<file path="src/rtl/sklansky_pipe_sub.sv">
// Two-stage pipelined 16-bit subtractor (A - B - Bin) built on a Sklansky prefix carry tree.
// Optional Zero/Neg/Ovf flag outputs are enabled by defining SKLANSKY_SUB_FLAGS_EN.
module sklansky_pipe_sub #(
  parameter int unsigned WIDTH = 16
) (
  input  logic             clk,
  input  logic             rst,
  input  logic             in_valid,
  output logic             in_ready,
  input  logic [WIDTH-1:0] A,
  input  logic [WIDTH-1:0] B,
  input  logic             Bin,
  output logic             out_valid,
  input  logic             out_ready,
  output logic [WIDTH-1:0] Diff,
  output logic             Bout
`ifdef SKLANSKY_SUB_FLAGS_EN
  ,
  output logic             Zero,
  output logic             Neg,
  output logic             Ovf
`endif
);

  localparam int unsigned LEVELS = 4;

  generate
    if (WIDTH != 16 || (1 << LEVELS) != WIDTH) begin : g_width_check
      $error("sklansky_pipe_sub: WIDTH must be 16");
    end
  endgenerate

  // One Sklansky level: bits in the upper half of each 2^lvl block absorb the
  // group term of the top bit of the lower half.
  function automatic logic [2*WIDTH-1:0] prefix_level(input logic [WIDTH-1:0] g,
                                                      input logic [WIDTH-1:0] p,
                                                      input int unsigned lvl);
    logic [WIDTH-1:0] gn;
    logic [WIDTH-1:0] pn;
    int unsigned      j;
    gn = g;
    pn = p;
    for (int unsigned i = 0; i < WIDTH; i++) begin
      if (((i >> (lvl - 1)) & 32'd1) == 32'd1) begin
        j     = ((i >> lvl) << lvl) + (32'd1 << (lvl - 1)) - 32'd1;
        gn[i] = g[i] | (p[i] & g[j]);
        pn[i] = p[i] & p[j];
      end
    end
    return {gn, pn};
  endfunction

  logic             s1_valid;
  logic             s2_valid;
  logic             s1_adv;
  logic             s2_adv;

  logic [WIDTH-1:0] p0_c;
  logic [WIDTH-1:0] g0_c;
  logic [WIDTH-1:0] g1_c;
  logic [WIDTH-1:0] p1_c;
  logic [WIDTH-1:0] g2_c;
  logic [WIDTH-1:0] p2_c;
  logic             c0_c;

  logic [WIDTH-1:0] s1_p0;
  logic [WIDTH-1:0] s1_g2;
  logic [WIDTH-1:0] s1_p2;
  logic             s1_c0;
`ifdef SKLANSKY_SUB_FLAGS_EN
  logic             s1_a15;
  logic             s1_b15;
`endif

  logic [WIDTH-1:0] g3_c;
  logic [WIDTH-1:0] p3_c;
  logic [WIDTH-1:0] g4_c;
  logic [WIDTH-1:0] p4_c;
  logic [WIDTH:0]   carry_c;
  logic [WIDTH-1:0] diff_c;
  logic             bout_c;

  // Handshake: a stage moves when it is empty or the stage after it moves.
  assign s2_adv    = ~s2_valid | out_ready;
  assign s1_adv    = ~s1_valid | s2_adv;
  assign in_ready  = s1_adv;
  assign out_valid = s2_valid;

  // Stage 0: A + ~B + ~Bin, prefix levels 1 and 2.
  always_comb begin
    p0_c         = A ^ ~B;
    g0_c         = A & ~B;
    c0_c         = ~Bin;
    {g1_c, p1_c} = prefix_level(g0_c, p0_c, 32'd1);
    {g2_c, p2_c} = prefix_level(g1_c, p1_c, 32'd2);
  end

  // Stage 1 -> 2: prefix levels 3 and 4, then fold in the carry-in.
  always_comb begin
    {g3_c, p3_c}        = prefix_level(s1_g2, s1_p2, 32'd3);
    {g4_c, p4_c}        = prefix_level(g3_c, p3_c, 32'd4);
    carry_c[0]          = s1_c0;
    carry_c[WIDTH:1]    = g4_c | (p4_c & {WIDTH{s1_c0}});
    diff_c              = s1_p0 ^ carry_c[WIDTH-1:0];
    bout_c              = ~carry_c[WIDTH];
  end

  always_ff @(posedge clk or posedge rst) begin
    if (rst) begin
      s1_valid <= 1'b0;
      s2_valid <= 1'b0;
      s1_p0    <= '0;
      s1_g2    <= '0;
      s1_p2    <= '0;
      s1_c0    <= 1'b0;
      Diff     <= '0;
      Bout     <= 1'b0;
`ifdef SKLANSKY_SUB_FLAGS_EN
      s1_a15   <= 1'b0;
      s1_b15   <= 1'b0;
      Zero     <= 1'b0;
      Neg      <= 1'b0;
      Ovf      <= 1'b0;
`endif
    end else begin
      if (s1_adv) begin
        s1_valid <= in_valid;
      end
      if (s1_adv && in_valid) begin
        s1_p0  <= p0_c;
        s1_g2  <= g2_c;
        s1_p2  <= p2_c;
        s1_c0  <= c0_c;
`ifdef SKLANSKY_SUB_FLAGS_EN
        s1_a15 <= A[WIDTH-1];
        s1_b15 <= B[WIDTH-1];
`endif
      end
      if (s2_adv) begin
        s2_valid <= s1_valid;
      end
      if (s2_adv && s1_valid) begin
        Diff <= diff_c;
        Bout <= bout_c;
`ifdef SKLANSKY_SUB_FLAGS_EN
        Zero <= (diff_c == '0);
        Neg  <= diff_c[WIDTH-1];
        Ovf  <= (s1_a15 ^ s1_b15) & (s1_a15 ^ diff_c[WIDTH-1]);
`endif
      end
    end
  end

endmodule

</file>
<file path="config.mk">
export PLATFORM = sky130hd
export DESIGN_NAME = sklansky_pipe_sub
export DESIGN_NICKNAME = d
export VERILOG_FILES = /design/src/rtl/sklansky_pipe_sub.sv
export SDC_FILE = /design/constraint.sdc
export NUM_CORES = 1
export LEC_CHECK = 0
export ABC_CLOCK_PERIOD_IN_PS = 1800
export CORE_MARGIN = 3
export CORE_UTILIZATION = 47
export CTS_CLUSTER_DIAMETER = 200
export CTS_CLUSTER_SIZE = 24
export DETAILED_ROUTE_END_ITERATION = 16
export PLACE_DENSITY_LB_ADDON = 0.15
export SLEW_MARGIN = 20
export SYNTH_ARGS = -nofsm -noshare
export SYNTH_HDL_FRONTEND = slang
export SYNTH_SLANG_ARGS = --single-unit
</file>
<file path="constraint.sdc">
create_clock -name clk -period 1.8 [get_ports clk]
set_input_delay 0.36 -clock clk [delete_from_list [all_inputs] [get_ports clk]]
set_output_delay 0.36 -clock clk [all_outputs]
set_load 0.05 [all_outputs]
</file>
==> impl_metrics.py, run 1 <==
metrics = {
    "synthesis": {
        "yosys-top-cells-area": "dfrtp_1 52%, mux2_1 8.4%, ha_1 6.9%, o21ai_1 5.2%, nand2_1 5.1%",
        "synth.avg_cell_area_um2": 10.75,
        "synth_fa_ha_area_share_pct": 6.916,
        "synth-simple-area-share_pct": 10.98,
        "synth_top_family_by_area": "compound AO/OA/AOI/OAI gates",
        "synth.area.mux_share_pct": 8.421,
        "ys_ff_latch": 64,
        "yosysMostFrequentCell": "dfrtp_1",
        "synth-compound-area-share_pct": 13.75,
        "synth-edff-count": 0,
        "synthesis.nets": 340,
        "synth_flop_cell": "dfrtp_1",
        "synth_warnings": 0,
        "synth_xor_area_share_pct": 3.417,
        "synthArstFlopShare_pct": 100.0,
        "yosysTopAreaCell": "dfrtp_1",
        "ys_types": 33,
        "synth_top_area_share_pct": 52.07,
        "yosysSeqAreaShare_pct": 52.07,
        "synth_cells": 286,
        "synth_common_cells": "64 x dfrtp_1, 42 x nand2_1, 32 x o21ai_1",
        "syn_area_mm2": 0.003075,
    },
    "grt": {
        "grt_max_degree": 36,
        "grt_pass1_vias": 2350,
        "grt_usage_pct": 18.59,
        "grt_overflow": 0,
        "grt_pass1_wl_mm": 10.93,
        "grt_antenna_before_repair": 0,
    },
    "pwr": {
        "switching_share_pct": 33.90,
        "worst_ir_drop_vdd_uv": 838.1,
        "p_int_mw": 3.359,
        "pwr-share-seq_pct": 38.1,
        "p_per_area_mw_per_mm2": 1232,
        "p_comb_share_pct": 31.5,
        "p_leak_nw": 1.963,
        "p_clk_share_pct": 30.4,
        "p_sw_mw": 1.723,
    },
    "final_layout": {
        "multi_input_area_mm2": 0.001340,
        "diodes": 0,
        "drive_gt1_share_pct": 17.65,
        "fillCellCount": 504,
        "stdcell_area_mm2": 0.004124,
        "seqCellArea_mm2": 0.001603,
        "nets": 423,
        "area_growth_syn_to_layout_pct": 34.09,
        "finalCoreUtilization_pct": 67.27,
    },
    "critical_path": {
        "cp_cell_sequence": "clkdlybuf4s50_1, nand3b_1, buf_4, buf_12",
        "critPathMaxFanout": 3,
        "crit_type": "in -> out",
        "cp.required_ps": 1440,
        "cp.arrival_ps": 1340,
        "end_kind": "primary output",
        "slowest_delay_ps": 430,
        "cp-start-kind": "input port",
        "cp_slowest_cell": "clkdlybuf4s50_1",
        "cp_top_family": "buffers and inverters",
        "critPathBufInv": 3,
    },
    "timing": {
        "finalCritPeriodShare_pct": 94.47,
        "period_minus_slack_ps": 1701,
        "drv_slew": 0,
        "setup_viol": 0,
        "rsz0062_at_grt": "false",
        "skew_ps": 14.18,
        "holdWs_ps": 381.1,
        "worstMarginPinSlew_ps": 472.7,
        "slew_headroom_pct": 68.42,
        "hold_violations": 0,
        "max_freq_mhz": 588.0,
    },
    "die": {
        "core_area_mm2": 0.006131,
        "start_util_pct": 50.16,
        "die_w_um": 86.89,
        "io_pins": 56,
        "die-height_um": 86.89,
        "die_area_mm2": 0.007550,
        "row_count": 28,
    },
    "clock_tree": {
        "clock_path_buffers": 2,
        "clk_latency_ps": 350,
        "cts_hold_buf": 0,
        "cts_sinks": 64,
        "clockRootBuffer": "clkbuf_8",
        "clk_pin_slew_ps": 80,
        "cts_max_level": 3,
        "post-cts-setup-buffers": 0,
        "cts_tree": "built",
        "ctsResizeCount": 0,
        "cts_buffers": 9,
    },
    "run_status": {
        "status": "completed",
    },
    "place": {
        "dpl_cell_area_mm2": 0.003870,
        "place.gp.congestion": 0.7743,
        "io_buffers": 55,
        "place_hpwl_mm": 4.806,
    },
    "drt": {
        "vias_per_cell": 5.252,
        "drtIter0Drc": 113,
        "post_drt_wl_per_cell_um": 14.14,
        "drc": 0,
        "ant_nets": 0,
        "firstDrtPassIters": 4,
        "vias": 2358,
        "wirelength_mm": 6.350,
    },
    "worst_hold_path": {
        "hold_path_class": "in -> async",
    },
    "job": {
        "maxCapViolCount": 0,
    },
}
flip-flops by register name (all words and copies together), names as in the netlist:
signal and flops:
s1_c0 1, s1_valid 1, s1_p2 12, Bout 1, Diff 16, s1_p0 16
out_valid 1, s1_g2 16
final timing paths:
path / from / endpoint / slack (ps) / cells after the start
worst max-delay path: out_ready / in_ready / 100 / 4
worst min-delay path: rst / Diff[4]$_DFFE_PP0P_ / 380 / 2
worst max register to register: s1_c0$_DFFE_PP0P_ / Bout$_DFFE_PP0P_ / 180 / 4
worst min register to register: Diff[8]$_DFFE_PP0P_ / Diff[8]$_DFFE_PP0P_ / 480 / 2
max in group asynchronous: rst / Diff[2]$_DFFE_PP0P_ / 920 / 3
min in group clk: Diff[8]$_DFFE_PP0P_ / Diff[8]$_DFFE_PP0P_ / 480 / 2
routing by layer:
metal	wire [um]	GRT usage [%]	vias to the layer above
li1	-	-	1175
met5	0	0	-
met2	3124	30.23	61
met1	2850	23.90	1118
met4	46	6.374	0
met3	328	5.109	4
power by group through the flow:
stage	clock [mW]	sequential [mW]	combinational, mW
2_1_floorplan	0	2.42	0.579
3_3_place_gp	0	1.96	1.59
3_5_place_dp	0	1.97	1.62
4_1_cts	1.56	1.94	1.62
5_1_grt	1.64	1.98	1.73
6_report	1.54	1.94	1.60
layout make-up:
type                       instances  area share, %
sequential                        64          38.87
multi-input combinational        190          32.49
timing repair buffer              83          18.20
clock buffer                      11          3.671
clock inverter                     5          2.488
tap                               75          2.275
inverter                          21          2.002
stage by stage:
| stage | total power [mW] | setup WS [ps] | cells | TNS (ps) |
|---|---|---|---|---|
| floorplan | 3.003 | -98.62 | 286 | -2369 |
| global placement | 3.549 | -68.74 | 433 | -258.9 |
| detailed placement | 3.585 | -97.65 | 433 | -838.2 |
| CTS | 5.130 | 107.7 | 449 | 0 |
| global route | 5.352 | 52.88 | 449 | 0 |
| finish | 5.082 | 99.46 | 449 | 0 |
cells in the final DEF (no fill, tap or decap), types with 2 or more instances in the layout:
master,count
ha_1,17
o21ai_1,32
xor2_1,10
a21oi_1,13
nand2_1,41
mux2_1,23
clkdlybuf4s50_1,36
inv_1,20
buf_12,3
nand4b_1,3
dfrtp_1,63
nand2b_1,5
a21o_1,5
o31ai_1,3
o21ai_0,3
xnor2_1,2
o21bai_1,3
or4b_1,4
bufinv_16,3
a221oi_1,3
o311a_1,3
nand3_1,2
clkbuf_8,11
clkinvlp_4,2
nand4_1,4
buf_4,44
and3_1,3
o311ai_1,2
logic make-up after synthesis:
kind of cell | count (synthesis)
fa+ha+maj | 17
compound gates | 70
buf+inv | 32
xor+xnor | 12
flops | 64
mux | 23
simple gates | 68
Power figures use the tool's default switching activity.
==> inputs of run 2 (changes only) <==
- CORE_ASPECT_RATIO: default -> 1.4
- CORE_UTILIZATION: 47 -> 45
==> run 2 against run 1 <==
Effect of this change: combinational power about the same; sequential share of layout area up 0.39 points; die area up 4.3%; setup slack better by 34 ps; register-to-register slack about the same; final cell count up 3.6%; clock-buffer cell count up 2; clock power down 19%; total power down 5.9%; fmax up 2.0%; clock skew down 9.5 ps; critical path type unchanged.
==> impl_metrics.py, run 2 (synthesis gave the netlist of run 1 again) <==
metrics = {
    "run_status": {
        "status": "completed",
    },
    "timing": {
        "drv_slew": 0,
        "holdWs_ps": 451.7,
        "hold_violations": 0,
        "setup_tns_ps": 0,
        "fin_ws_ps": 133.1,
        "slew_headroom_pct": 67.23,
        "rsz0062_at_grt": "false",
        "finalCritPeriodShare_pct": 92.61,
        "worstMarginPinSlew_ps": 479.2,
        "max_freq_mhz": 599.9,
        "period_minus_slack_ps": 1667,
        "skew_ps": 4.653,
        "setup_viol": 0,
    },
    "drt": {
        "firstDrtPassIters": 4,
        "vias": 2351,
        "wirelength_mm": 6.415,
        "drc": 0,
        "drtIter0Drc": 91,
        "ant_nets": 0,
        "vias_per_cell": 5.056,
        "post_drt_wl_per_cell_um": 13.80,
    },
    "worst_hold_path": {
        "hold_path_class": "in -> async",
    },
    "critical_path": {
        "cp.arrival_ps": 1310,
        "cp-start-kind": "input port",
        "reg2reg_slack_ps": 170,
        "end_kind": "primary output",
        "crit_type": "in -> out",
        "critPathMaxFanout": 3,
        "cp.required_ps": 1440,
        "startpoint": "out_ready",
        "r2r_start": "s1_c0$_DFFE_PP0P_",
    },
    "job": {
        "maxCapViolCount": 0,
    },
    "clock_tree": {
        "cts_max_level": 3,
        "cts_tree": "built",
        "clock_path_buffers": 2,
        "cts_hold_buf": 0,
        "clk_pin_slew_ps": 70,
        "cts_sinks": 64,
        "clk_latency_ps": 330,
        "cts_buffers": 9,
        "ctsResizeCount": 0,
        "clockRootBuffer": "clkbuf_8",
        "post-cts-setup-buffers": 0,
    },
    "final_layout": {
        "most-common-layout-cells": "63 x dfrtp_1, 43 x buf_4, 41 x nand2_1",
        "diodes": 0,
        "nets": 422,
        "area_growth_syn_to_layout_pct": 32.75,
        "finalNonFillerCells": 465,
        "drive_gt1_share_pct": 16.89,
        "final_common_cell": "dfrtp_1",
        "finalCoreUtilization_pct": 61.74,
        "largestRegisters": "Diff: 16 flops, s1_g2: 16 flops, s1_p0: 16 flops",
        "stdcell_area_mm2": 0.004083,
    },
    "pwr": {
        "worst_ir_drop_vdd_uv": 612.5,
        "p_per_area_mw_per_mm2": 1171,
        "totalPowerFinal_mw": 4.782,
        "p_clk_share_pct": 25.9,
        "switching_share_pct": 35.54,
        "p_leak_nw": 1.936,
        "p_comb_share_pct": 33.5,
        "p_sw_mw": 1.699,
        "p_int_mw": 3.082,
        "pwr-share-seq_pct": 40.7,
    },
    "place": {
        "dp_slack_ps": -121.1,
        "placedCellCount": 449,
        "place_hpwl_mm": 4.750,
        "io_buffers": 55,
        "dpl_cell_area_mm2": 0.003884,
        "place.gp.congestion": 0.7259,
    },
    "die": {
        "die-height_um": 103.8,
        "row_count": 35,
        "die_area_mm2": 0.007876,
        "core_area_mm2": 0.006613,
        "die_w_um": 75.87,
        "start_util_pct": 46.51,
        "io_pins": 56,
    },
    "grt": {
        "grt_usage_pct": 18.22,
        "grt_antenna_before_repair": 0,
        "grt_max_degree": 65,
        "grt_pass1_vias": 2453,
        "grt_pass1_wl_mm": 10.99,
        "grt_overflow": 0,
    },
}
[run 2: cell types whose count changed in the layout (fill, tap and decap cells not counted)]
| cell | before | now |
|---|---|---|
| buf_4 | 44 | 43 |
| clkbuf_1 | 0 | 2 |
| clkinv_2 | 1 | 2 |
| bufinv_16 | 3 | 1 |
| clkinvlp_4 | 2 | 1 |
[run 2: worst paths after layout]
check	end	depth (start not counted)
max in group asynchronous	out_valid$_DFFE_PP0P_	3
setup / recovery	in_ready	4
setup reg to reg	Bout$_DFFE_PP0P_	5
hold reg to reg	s1_p2[2]$_DFFE_PP0P_	2
hold / removal	s1_g2[9]$_DFFE_PP0P_	3
min in group clk	s1_p2[2]$_DFFE_PP0P_	2
[run 2: area by class of cell]
cell class	count	area [um^2]
clock buffers	13	158.9
repair buffers	82	743.2
clock inverters	3	40.04
fillers	560	2530
well taps	92	115.1
flip-flops and latches	64	1603
inverters	21	82.58
multi-input cells	190	1340
[run 2: worst max-delay path, stage by stage]
cell             delay (ps)
clkdlybuf4s50_1         430
nand3b_1                210
buf_4                   170
buf_12                  140
[run 2: power groups by stage]
stage	clock network [mW]	registers [mW]	logic [mW]
finish	1.24	1.94	1.60
global route	1.32	1.99	1.74
CTS	1.26	1.95	1.62
detailed placement	0	1.98	1.62
global placement	0	1.97	1.59
floorplan	0	2.42	0.579
[run 2: routing by layer]
metal  global-route usage [%]  part of all wire (%)
met1                    21.84                    43
met2                    30.09                    52
met3                    5.049                   3.5
met4                    6.875                   1.7
met5                        0                     0
==> patch 1 (settings of run 2) <==
The option `SKLANSKY_SUB_FLAGS_EN` is turned on by a define.
--- a/src/rtl/sklansky_pipe_sub.sv
+++ b/src/rtl/sklansky_pipe_sub.sv
@@ -1,5 +1,7 @@
 // Two-stage pipelined 16-bit subtractor (A - B - Bin) built on a Sklansky prefix carry tree.
 // Optional Zero/Neg/Ovf flag outputs are enabled by defining SKLANSKY_SUB_FLAGS_EN.
+`define SKLANSKY_SUB_FLAGS_EN
+
 module sklansky_pipe_sub #(
   parameter int unsigned WIDTH = 16
 ) (
Behaviour (old outputs only; new: Neg, Ovf and Zero): unchanged (equiv_simple and equiv_induct, registers matched by name and starting in step).
==> patch 1 against run 2 <==
The run now ends with setup timing left; largest cell class unchanged; power up 11%; cell count up 7.5%; core utilization up 2.4 points; first-iteration DRC count up 32%; worst setup slack worse by 240 ps; sequential power up 8%; sequential cell count up 4; cell area up 10%; highest routed layer unchanged; wire length up 5.9%; area after synthesis up 6.2%.
==> patch 1: results (changes against run 2) <==
[synthesis]
synth.avg_cell_area_um2=10.7  ; was 10.8 um^2
synth.net_count=359  ; was 340
synth_area_leaders=dfrtp_1 (52%), mux2_2 (11%), ha_1 (6.5%)  ; was dfrtp_1 (52%), mux2_1 (8.4%), ha_1 (6.9%)
yosys.cell_types.count=35  ; was 33

[drt]
vias=2477  ; was 2351
viasPerCell=4.95  ; was 5.06
drtIter0Drc=120  ; was 91

[final_layout]
drive_gt1_frac=0.328  ; was 0.169
n_fill_cell=621  ; was 560
nets=455  ; was 422

[pwr]
p_leak_nw=2.05  ; was 1.94 nW
switchingPower_w=0.00197  ; was 0.00170 W
irDropWorstVdd_uv=821  ; was 612 uV

[placement]
hpwl_mm=5.02  ; was 4.75 mm
placed_cells=482  ; was 449

[status]
violations=setup timing
status=finished, violations left  ; was completed

[worst_setup_path]
cp_top_family=simple AND/OR/NAND/NOR gates  ; was buffers and inverters
critPathMaxStageDelay_ps=450  ; was 430 ps
critical_path_arrival_ps=2150  ; was 1310 ps

[worst_hold_path]
hold_class=reg -> reg  ; was in -> async

[global_route]
grt_pass1_wl_mm=11.7  ; was 11.0 mm

[sta]
setup_violations=1  ; was 0
finalWorstSetupSlack_ps=-108  ; was 133 ps
fin_skew_ps=6.70  ; was 4.65 ps
relSlewSlack=0.757  ; was 0.672

[patch 1: layout make-up]
class,instances,area share
Inverter,17,0.0150
Multi-Input combinational cell,209,0.351
Timing Repair Buffer,96,0.192
Sequential cell,68,0.379
Tap cell,95,0.0264
Clock inverter,2,0.00222
Clock buffer,13,0.0352
[patch 1: logic make-up after synthesis]
family,synth area share
xor gates and xnor gates,0.0349
AOI/OAI and AO/OA,0.102
DFF,0.521
and+or+nand+nor,0.131
adders and majority gates,0.0651
buffers and inverters,0.0364
muxes,0.110
[patch 1: power by group through the flow]
stage	Combinational (W)	Sequential (W)	Clock (W)
2_1_floorplan	0.000720	0.00265	0
3_3_place_gp	0.00201	0.00209	0
3_5_place_dp	0.00204	0.00211	0
4_1_cts	0.00210	0.00209	0.00113
5_1_grt	0.00229	0.00215	0.00120
6_report	0.00213	0.00210	0.00109
[patch 1: through the flow]
stage                     setup WS, ps   util  instance area (um^2)  setup TNS [ps]
after global placement            -201  0.594                  4180            -565
after CTS                         -131  0.628                  4410            -131
final                             -108  0.642                  4510            -108
after floorplan                   -197      -                  3280           -4080
after global routing              -195  0.642                  4510            -195
after detailed placement          -223  0.594                  4180            -895
[patch 1: layer usage]
metal,GRT usage,vias to the layer above,wire [um],part of all wire
met5,0,-,0,0
met4,0.0875,0,161,0.024
met3,0.0395,13,206,0.030
met2,0.298,44,3440,0.51
met1,0.225,1182,2980,0.44
li1,-,1238,-,-
[patch 1: worst paths after layout]
check | startpoint | to | slack (ps) | cells after the start
worst min-delay path | s1_g2[15] | Bout | 440 | 1
min in group asynchronous | rst | Diff[15] | 470 | 3
worst min register to register | s1_g2[15] | Bout | 440 | 1
worst max-delay path | s1_c0 | Zero | -110 | 6
max in group asynchronous | rst | s1_g2[3] | 1020 | 3
worst max register to register | s1_c0 | Zero | -110 | 6
[patch 1: timing repair]
item | 4_1_cts | 5_1_grt
setup buffers | 2 | 2
gates resized for setup | 11 | 18
gates cloned | 0 | 0
pin swaps | 10 | 13
endpoints found under the setup margin | 1 | 4
==> patch 2 (config.mk and constraints of run 2) <==
Without the edit above. Reset style: synchronous (`rst`), changed in one clocked block.
--- a/src/rtl/sklansky_pipe_sub.sv
+++ b/src/rtl/sklansky_pipe_sub.sv
@@ -105,7 +105,7 @@
     bout_c              = ~carry_c[WIDTH];
   end
 
-  always_ff @(posedge clk or posedge rst) begin
+  always_ff @(posedge clk) begin
     if (rst) begin
       s1_valid <= 1'b0;
       s2_valid <= 1'b0;
Behaviour: differs if rst is asserted again (counterexample within 4 cycles, from zero or initial values and one cycle with rst high); with rst held inactive, the same outputs for 10 cycles.
==> patch 2 against run 2 <==
Worst setup slack got worse by 13 ps; cell area decreased by 3.0%; sequential cell count unchanged; via count increased by 19%; area after synthesis decreased by 1.6%; wire length increased by 9.8%; cell count increased by 11%; clock skew increased by 4.0 ps; first-iteration DRC count increased by 92%; maximum frequency decreased by 0.80%; critical endpoint unchanged.
Power is not compared: it rests on default switching activity, and its combinational part moved more than twofold at a synthesized area within 25%.
==> patch 2: results (changes against run 2) <==
[final_layout]
drive_gt1_frac=0.142  ; was 0.169
instances_no_fill=516  ; was 465
nets=493  ; was 422
n_fill_cell=582  ; was 560

[placement]
hpwl_mm=4.93  ; was 4.75 mm
post-place-ws_ps=-203  ; was -121 ps
placed_cells=500  ; was 449
place_congestion=0.758  ; was 0.726
placed_area_um2=3740  ; was 3880 um^2
port_buffers=55  ; unchanged

[status]
status=completed  ; unchanged

[pwr]
switchingPower_w=0.000934
total_power_w=0.00352
p_seq_w=0.00155

[sta]
tightest_slew_ps=496  ; was 479 ps
hold_slack_ps=455  ; was 452 ps
fin_skew_ps=8.68  ; was 4.65 ps

[worst_hold_path]
worstHoldStart=Diff[2]
holdPathEnd=Diff[2]
hold_class=reg -> reg  ; was in -> async

[synthesis]
yosysSeqAreaShare=0.423  ; was 0.521
synth_area_leaders=dfxtp_1 (42%), nand2_1 (9.8%), a21oi_1 (8.3%)  ; was dfrtp_1 (52%), mux2_1 (8.4%), ha_1 (6.9%)
yosys.cell_types.count=36  ; was 33
netlist_top_cells_count=nand2_1 (79), dfxtp_1 (64), a21oi_1 (50)  ; was dfrtp_1 (64), nand2_1 (42), o21ai_1 (32)
synthArstFlopShare=0  ; was 1.00
synth.avg_cell_area_um2=8.11  ; was 10.8 um^2
synth.net_count=427  ; was 340

[worst_setup_path]
rr_worst_depth=4  ; was 5
ff2ff_setup_slack_ps=270  ; was 170 ps
worstReg2RegStart=s1_c0  ; unchanged
cp_max_fo=2  ; was 3
r2r_end=Bout  ; unchanged

[clock_network]
clk_latency_ps=340

[global_route]
grt_pass1_vias=2703  ; was 2453
grt_pass1_wl_mm=11.7  ; was 11.0 mm
grt_max_degree=69  ; was 65
gr-usage-all-layers=0.194  ; was 0.182

[drt]
post_drt_wl_per_cell_um=13.7  ; was 13.8 um
vias=2799  ; was 2351
drt-pass1-iter-count=4  ; unchanged
drtIter0Drc=175  ; was 91

-- patch 2: cell types whose count changed after synthesis, moves of 21 or more --
cell	delta
o21ai_1	-31
a21oi_1	+37
mux2_1	-23
nand2_1	+37
nand3_1	+21
dfrtp_1	-64
dfxtp_1	+64
-- patch 2: kinds of logic after synthesis --
kind of cell	after synthesis	synth area share
XOR/XNOR	4	0.0116
AO/OA/AOI/OAI	81	0.163
flip-flops	64	0.423
multiplexers	4	0.0132
buffers and inverters	42	0.0645
AND/OR/NAND/NOR	161	0.254
adder cells (fa/ha/maj)	17	0.0703
-- patch 2: final cells by class --
| cell class | count | area [um^2] | share of cell area |
|---|---|---|---|
| inverters | 20 | 75.1 | 0.0190 |
| clock inverters | 6 | 82.6 | 0.0208 |
| repair buffers | 77 | 738 | 0.186 |
| well taps | 72 | 90.1 | 0.0227 |
| flip-flops and latches | 64 | 1280 | 0.324 |
| multi-input cells | 267 | 1560 | 0.393 |
| clock buffers | 10 | 138 | 0.0347 |
-- patch 2: per-layer routing --
layer / part of all wire / track usage / routed length (um)
met5: 0 / 0 / 0
met4: 0.017 / 0.0915 / 120
met3: 0.031 / 0.0332 / 218
met2: 0.51 / 0.327 / 3620
met1: 0.44 / 0.237 / 3080
-- patch 2: critical path, stage by stage --
cell,delay [ps]
clkdlybuf4s50_1,460
nand3b_1,210
buf_4,160
buf_12,140
-- patch 2: worst max-delay path by stage --
stage                     startpoint        end  slack [ps]  cells past startpoint
final                      out_ready   in_ready         120                      4
after global placement          B[5]   s1_g2[7]        -190                      7
after CTS                  out_ready   in_ready         120                      4
after global routing       out_ready   in_ready          80                      4
after floorplan            out_valid  s1_g2[15]          90                      5
after detailed placement        B[5]   s1_g2[7]        -200                      7
